**src/rtl/pipelined_cla_adder.sv**
```systemverilog
`default_nettype none
// ============================================================================
// Module   : pipelined_cla_adder
// Brief    : Two-stage pipelined carry-lookahead adder/subtractor with
//            valid/ready handshakes. 4-bit groups form generate/propagate
//            terms in stage 1; stage 2 runs a flattened group lookahead,
//            in-group bit lookahead and the sum XOR.
// Revision : 1.0 - initial release
// ============================================================================
module pipelined_cla_adder #(
  parameter int WIDTH = 16
) (
  input  logic             clk,
  input  logic             rst,
  input  logic             in_valid,
  output logic             in_ready,
  input  logic [WIDTH-1:0] a,
  input  logic [WIDTH-1:0] b,
  input  logic             cin,
  input  logic             sub,
  output logic             out_valid,
  input  logic             out_ready,
  output logic [WIDTH-1:0] sum,
  output logic             cout,
  output logic             ovf
);

  localparam int GROUPS = WIDTH / 4;

  // Stage 1 registers: operands with B already conditioned for subtraction
  logic             s1_valid;
  logic [WIDTH-1:0] s1_a;
  logic [WIDTH-1:0] s1_b;
  logic             s1_c0;

  // Stage 1 combinational generate/propagate terms
  logic [WIDTH-1:0]  g1;
  logic [WIDTH-1:0]  p1;
  logic [GROUPS-1:0] gg1;
  logic [GROUPS-1:0] gp1;

  // Stage 2 registers: bit and group terms plus the initial carry
  logic              s2_valid;
  logic [WIDTH-1:0]  s2_p;
  logic [WIDTH-1:0]  s2_g;
  logic [GROUPS-1:0] s2_gg;
  logic [GROUPS-1:0] s2_gp;
  logic              s2_c0;

  // Stage 2 carries
  logic [GROUPS:0]   group_c;
  logic [WIDTH-1:0]  bit_c;

  logic accept;
  logic adv2;

  // Stage 2 advances when it is empty or its beat is being consumed
  assign adv2      = s1_valid && (!s2_valid || out_ready);
  assign in_ready  = !s1_valid || adv2;
  assign accept    = in_valid && in_ready;
  assign out_valid = s2_valid;

  // Stage 1 capture: subtraction becomes A + ~B + 1, cin is then ignored
  always_ff @(posedge clk or posedge rst) begin
    if (rst) begin
      s1_valid <= 1'b0;
      s1_a     <= '0;
      s1_b     <= '0;
      s1_c0    <= 1'b0;
    end else begin
      if (accept) begin
        s1_a  <= a;
        s1_b  <= sub ? ~b : b;
        s1_c0 <= sub | cin;
      end
      if (accept) begin
        s1_valid <= 1'b1;
      end else if (adv2) begin
        s1_valid <= 1'b0;
      end
    end
  end

  assign g1 = s1_a & s1_b;
  assign p1 = s1_a ^ s1_b;

  for (genvar gi = 0; gi < GROUPS; gi++) begin : g_group
    localparam int B = 4 * gi;
    assign gg1[gi] = g1[B+3]
                   | (p1[B+3] & g1[B+2])
                   | (p1[B+3] & p1[B+2] & g1[B+1])
                   | (p1[B+3] & p1[B+2] & p1[B+1] & g1[B]);
    assign gp1[gi] = &p1[B+3:B];
  end

  // Stage 2 capture; holds its beat while the consumer stalls
  always_ff @(posedge clk or posedge rst) begin
    if (rst) begin
      s2_valid <= 1'b0;
      s2_p     <= '0;
      s2_g     <= '0;
      s2_gg    <= '0;
      s2_gp    <= '0;
      s2_c0    <= 1'b0;
    end else begin
      if (adv2) begin
        s2_p  <= p1;
        s2_g  <= g1;
        s2_gg <= gg1;
        s2_gp <= gp1;
        s2_c0 <= s1_c0;
      end
      if (adv2) begin
        s2_valid <= 1'b1;
      end else if (out_ready) begin
        s2_valid <= 1'b0;
      end
    end
  end

  // Group carries as a flat sum of products over all lower groups
  always_comb begin
    logic term;
    logic carry;
    term       = 1'b0;
    carry      = 1'b0;
    group_c    = '0;
    group_c[0] = s2_c0;
    for (int k = 0; k < GROUPS; k++) begin
      term = s2_c0;
      for (int m = 0; m <= k; m++) term = term & s2_gp[m];
      carry = term;
      for (int j = 0; j <= k; j++) begin
        term = s2_gg[j];
        for (int m = j + 1; m <= k; m++) term = term & s2_gp[m];
        carry = carry | term;
      end
      group_c[k+1] = carry;
    end
  end

  // Bit carries: 4-bit lookahead inside each group seeded by its group carry
  always_comb begin
    logic term;
    logic carry;
    term  = 1'b0;
    carry = 1'b0;
    bit_c = '0;
    for (int k = 0; k < GROUPS; k++) begin
      for (int i = 0; i < 4; i++) begin
        carry = group_c[k];
        for (int m = 0; m < i; m++) carry = carry & s2_p[4*k+m];
        for (int j = 0; j < i; j++) begin
          term = s2_g[4*k+j];
          for (int m = j + 1; m < i; m++) term = term & s2_p[4*k+m];
          carry = carry | term;
        end
        bit_c[4*k+i] = carry;
      end
    end
  end

  assign sum  = s2_p ^ bit_c;
  assign cout = group_c[GROUPS];
  assign ovf  = bit_c[WIDTH-1] ^ group_c[GROUPS];

endmodule
`default_nettype wire

```
**config.mk**
```make
export PLATFORM = sky130hd
export DESIGN_NAME = pipelined_cla_adder
export DESIGN_NICKNAME = d
export VERILOG_FILES = /design/src/rtl/pipelined_cla_adder.sv
export SDC_FILE = /design/constraint.sdc
export NUM_CORES = 1
export LEC_CHECK = 0
export ABC_AREA = 1
export BUFFER_PORTS_ARGS = -buffer_cell sky130_fd_sc_hd__buf_4
export CAP_MARGIN = 0
export CORE_MARGIN = 5
export CORE_UTILIZATION = 56
export DETAILED_ROUTE_END_ITERATION = 12
export GPL_ROUTABILITY_DRIVEN = 0
export PLACE_DENSITY_LB_ADDON = 0.12
export SETUP_SLACK_MARGIN = 0.3
export SYNTH_ARGS = -nofsm -noshare
export SYNTH_HDL_FRONTEND = slang
export SYNTH_SLANG_ARGS = --single-unit
```
**constraint.sdc**
```tcl
create_clock -name clk -period 3 [get_ports clk]
set_input_delay 0.45 -clock clk [delete_from_list [all_inputs] [get_ports clk]]
set_output_delay 0.45 -clock clk [all_outputs]
set_load 0.01 [all_outputs]
```
After elaboration in Yosys (flattened, before gate mapping)
Index checks and enable logic that the tools add are counted.
{ "op_classes": {"add_sub_neg": 0, "mul": 0, "div": 0, "order_cmp": 0, "n_eq_ne": 0, "n_shift": 0, "n_mux": 5, "n_bitwise": 106, "reduce_logical": 12} }
{ "op_table": {"columns": ["op", "count"], "rows": [
  ["$and 1x1->1", 54],
  ["$or 1x1->1", 47],
  ["$xor 16x16->16", 2],
  ["$and 16x16->16", 1],
  ["$mux 16", 1],
  ["$not 16->16", 1],
  ["$reduce_and 4->1", 4],
  ["$mux 1", 4],
  ["$reduce_bool 2->1", 2],
  ["$logic_and 1x1->1", 2],
  ["$logic_not 1->1", 2],
  ["$logic_or 1x1->1", 2],
  ["$xor 1x1->1", 1]
]} }
{ "totals": {"reg_bits": 75, "latch_bits": 0, "ramBits": 0, "romBits": 0, "in_bits": 38, "output_inout_bits": 20, "wordCells": 133, "mem_count": 0} }

Depth between registers and ports, before layout
{ "depth": {"depth_word": 13, "ltp_mapped": 10, "ltp_nobuf": 10} }

Worst setup path after synthesis
No wires, ideal clock.
{ "synth_path": {"path_kind": "register to output", "start": "register s2_c0", "end": "output port sum[11]", "arrival_time_ns": 1.414, "required_ns": 2.550, "slack_ns": 1.136, "path_stages_with_launch": 9, "path_buffers": 0, "path_cell_list": "dfrtp_1 > a21o_1 > nand2_1 > nand2_1 > ha_1 > nor2_1 > o21bai_1 > a21oi_1 > xnor2_1"} }
{ "synth_between": {"elab_chain_cells": 11} }
{ "synth_rtl": {"columns": ["item", "line_no", "rtl"], "rows": [
  ["start: declaration", "48", "logic s2_c0;"],
  ["start signal: assignment", "104", "s2_c0 <= 1'b0;"],
  ["start signal: assignment", "111", "s2_c0 <= s1_c0;"],
  ["$and 1x1->1 (2 in series)", "131", "for (int m = 0; m <= k; m++) term = term & s2_gp[m];"],
  ["$or 1x1->1 (2 in series)", "136", "carry = carry | term;"],
  ["$and 1x1->1 (3 in series)", "152", "for (int m = 0; m < i; m++) carry = carry & s2_p[4*k+m];"],
  ["$or 1x1->1 (3 in series)", "156", "carry = carry | term;"],
  ["$xor 16x16->16", "163", "assign sum = s2_p ^ bit_c;"],
  ["end: declaration", "23", "output logic [WIDTH-1:0] sum,"]
]} }
Every way passes these cells.

Worst setup path in the final report
Ends and elaborated chain as after synthesis.

==> results.tsv <==
stage	metric	value	unit
route	ant_nets	0	
finish	fillers	496	
pwr	p_clk_share	20.6	%
placement	hpwl	4830	um
logic_synthesis	ys_async_sr_fraction	100	%
cts	htree_levels	3	
timing	rsz0062_at_grt	false	
logic_synthesis	yosysWarnings	0	
route	route.detailed.drc	0	
logic_synthesis	syn_area	3430	sq um
pwr	p_seq_share	42.8	%
cts	clk_path_buf_depth	2	
logic_synthesis	synth.distinct_cells	25	
finish	area_delta_synth_final	18.2	%
worst_setup_path	r2r-start	out_valid	
pwr	p_leak	2.11	nW
min_path	min_path_type	primary input to async pin	
timing	worst_slew_pin_slew	0.695	ns
timing	setup_violations	0	
logic_synthesis	yosys_register_bits	72	
cts	cts_tree	yes	
placement	pre_cts_ws	0.934	ns
pwr	netSwitchingPower	0.00110	W
logic_synthesis	synth-seq-area-share	52.5	%
worst_setup_path	crit_fanout	4	
logic_synthesis	yosysTopAreaCellShare	52.5	%
cts	clkSinkCount	72	
logic_synthesis	synthTopCellsByArea	dfrtp_1 (52%), nand2_1 (16%), ha_1 (7.3%)	
logic_synthesis	synth_fp_nets	434	
finish	fin_area	4060	sq um
global_routing	grt_usage	18.8	%
pwr	sw_frac_of_total	34.6	%
finish	regArea	1800	sq um
logic_synthesis	synth_most_common_cell	nand2_1	
floorplanning	row_count	28	
route	via_per_inst	4.96	
placement	post_dp_cell_area	3890	sq um
cts	cts_resized	0	
finish	multi_input_comb_area	1440	sq um
timing	fin_crit	2.41	ns
route	drt-pass1-iter-count	5	
timing	finalCritPeriodShare	80.2	%
worst_setup_path	critical_path_class	register to output port	
finish	finalNetCount	491	
global_routing	grt_pass1_wl	11200	um
timing	hold_viol	0	
worst_setup_path	crit_arrival	1.96	ns
worst_setup_path	critPathCaptureType	output port	
logic_synthesis	synthCells	376	
placement	portBuffers	57	
logic_synthesis	synth.cells.most_frequent	nand2_1 (145), dfrtp_1 (72), o21ai_0 (37)	
finish	drive_above_1_share	18.3	%
timing	finClkSkew	0.0102	ns
logic_synthesis	synth_edf_count	0	
route	dr.first_iter.drc_count	161	
global_routing	grt_pass1_vias	2348	
global_routing	grt_max_degree	44	
floorplanning	coreArea	5960	sq um
cts	cts_buffers	9	
timing	relSlewSlack	53.6	%
pwr	peakVddDrop	0.398	mV
floorplanning	dieArea	7790	sq um
logic_synthesis	avgSynthCellArea	9.13	sq um
worst_setup_path	crit_required	2.55	ns
route	wl	6530	um
cts	clk_pin_slew	0.07	ns
timing	max_freq	416	MHz
cts	clock_latency	0.33	ns
route	wl_per_cell	12.7	um
status	status	finished clean	
pwr	p_int	0.00207	W
timing	slew_viol_final	0	
floorplanning	die_x	88.3	um
route	vias	2546	
logic_synthesis	ys.flop_type	dfrtp_1	
cts	post-cts-setup-buffers	0	
floorplanning	start_util	57.6	%
worst_setup_path	crit_start	s2_c0	
global_routing	gr-total-overflow	0	
floorplanning	die_h	88.3	um
pwr	pwr_density_cell	780	nW/um^2
pwr	combPwrFrac	36.6	%
logic_synthesis	synth_area_leader_cell	dfrtp_1	
finish	antennaDiodeCount	0	
timing	setup_slack	0.594	ns
flow_run	cap_violations	0	
global_routing	antenna_found_initial	0	
worst_setup_path	cp-start-kind	register	
floorplanning	io_pins	58	
cts	ctsHoldBuffers	0	
cts	cts-root-buf	clkbuf_8	
timing	setup_tns	0	ns
cells in the final DEF, fill, tap and decap left out, drive strengths merged:
cell,synthesis,layout
nand4,2,2
xor2,10,10
o31ai,6,6
o211ai,2,2
clkinv,0,4
a21oi,7,7
nor2,4,4
o21bai,4,4
buf,13,60
ha,20,20
clkbuf,1,12
dfrtp,72,72
nand3,3,3
nor3,2,2
o21ai,39,39
xnor2,18,18
a21o,1,1
inv,25,25
nand2,147,147
power by group through the flow:
stage               clock network (W)  registers [W]  logic, W
detailed placement                  0        0.00137   0.00117
global route                 0.000713        0.00139   0.00131
CTS                          0.000664        0.00136   0.00118
finish                       0.000652        0.00136   0.00116
global placement                    0        0.00136   0.00116
floorplan                           0        0.00133  0.000730
metrics by stage:
| step | total power (W) | util, % | hold WS, ns | cells |
|---|---|---|---|---|
| 2_1_floorplan | 0.00206 | - | 0.447 | 376 |
| 3_3_place_gp | 0.00252 | 65.4 | 0.464 | 497 |
| 3_5_place_dp | 0.00254 | 65.4 | 0.468 | 497 |
| 4_1_cts | 0.00320 | 68.1 | 0.243 | 513 |
| 5_1_grt | 0.00341 | 68.1 | 0.290 | 513 |
| 6_report | 0.00317 | 68.1 | 0.233 | 513 |
logic make-up (layout without fill, tap and decap cells):
family / count (synthesis) / count (layout) / synth area share, %
xor+xnor: 28 / 28 / 7.15
simple gates: 158 / 158 / 17.9
flops: 72 / 72 / 52.5
fa+ha+maj: 20 / 20 / 7.29
compound gates: 59 / 59 / 9.55
buf+inv: 39 / 101 / 5.61
registers in the layout, indices dropped and copies added, names as in the netlist:
register and flops:
s2_p 16, out_valid 1, s1_b 16, s1_valid 1, s1_c0 1, s2_g 12
s2_c0 1, s2_gg 4, s1_a 16, s2_gp 4
final cells by class:
type                            instances  area share, %
Timing Repair Buffer                   60           11.4
Tap cell                               75           2.31
Inverter                               25           2.37
Sequential cell                        72           44.4
Clock inverter                          4          0.493
Clock buffer                           12           3.58
Multi-Input combinational cell        265           35.4
final timing paths:
kind,slack (ns),depth (start not counted),end
worst max-delay path,0.59,9,sum[11]
worst min-delay path,0.23,2,s1_b[13]
worst max register to register,1.46,5,s1_c0
worst min register to register,0.49,2,s2_g[12]
max in group asynchronous,2.12,3,s2_p[5]
min in group clk,0.30,3,s1_a[12]
routing by layer:
layer | vias to the layer above | wire length (um) | GRT usage (%)
met5 | - | 0 | 0
met4 | 0 | 65 | 7.42
met3 | 6 | 351 | 4.19
met2 | 65 | 2690 | 24.4
met1 | 1158 | 3410 | 30.1
li1 | 1317 | - | -
critical path, stage by stage, from the launching register on:
cell and delay [ns]:
dfrtp_1 0.41, a21o_1 0.21, nand2_1 0.06, nand2_1 0.06, ha_1 0.17, nor2_1 0.16, o21bai_1 0.12, a21oi_1 0.16
xnor2_1 0.13, buf_4 0.14
(Power assumes the default switching activity.)
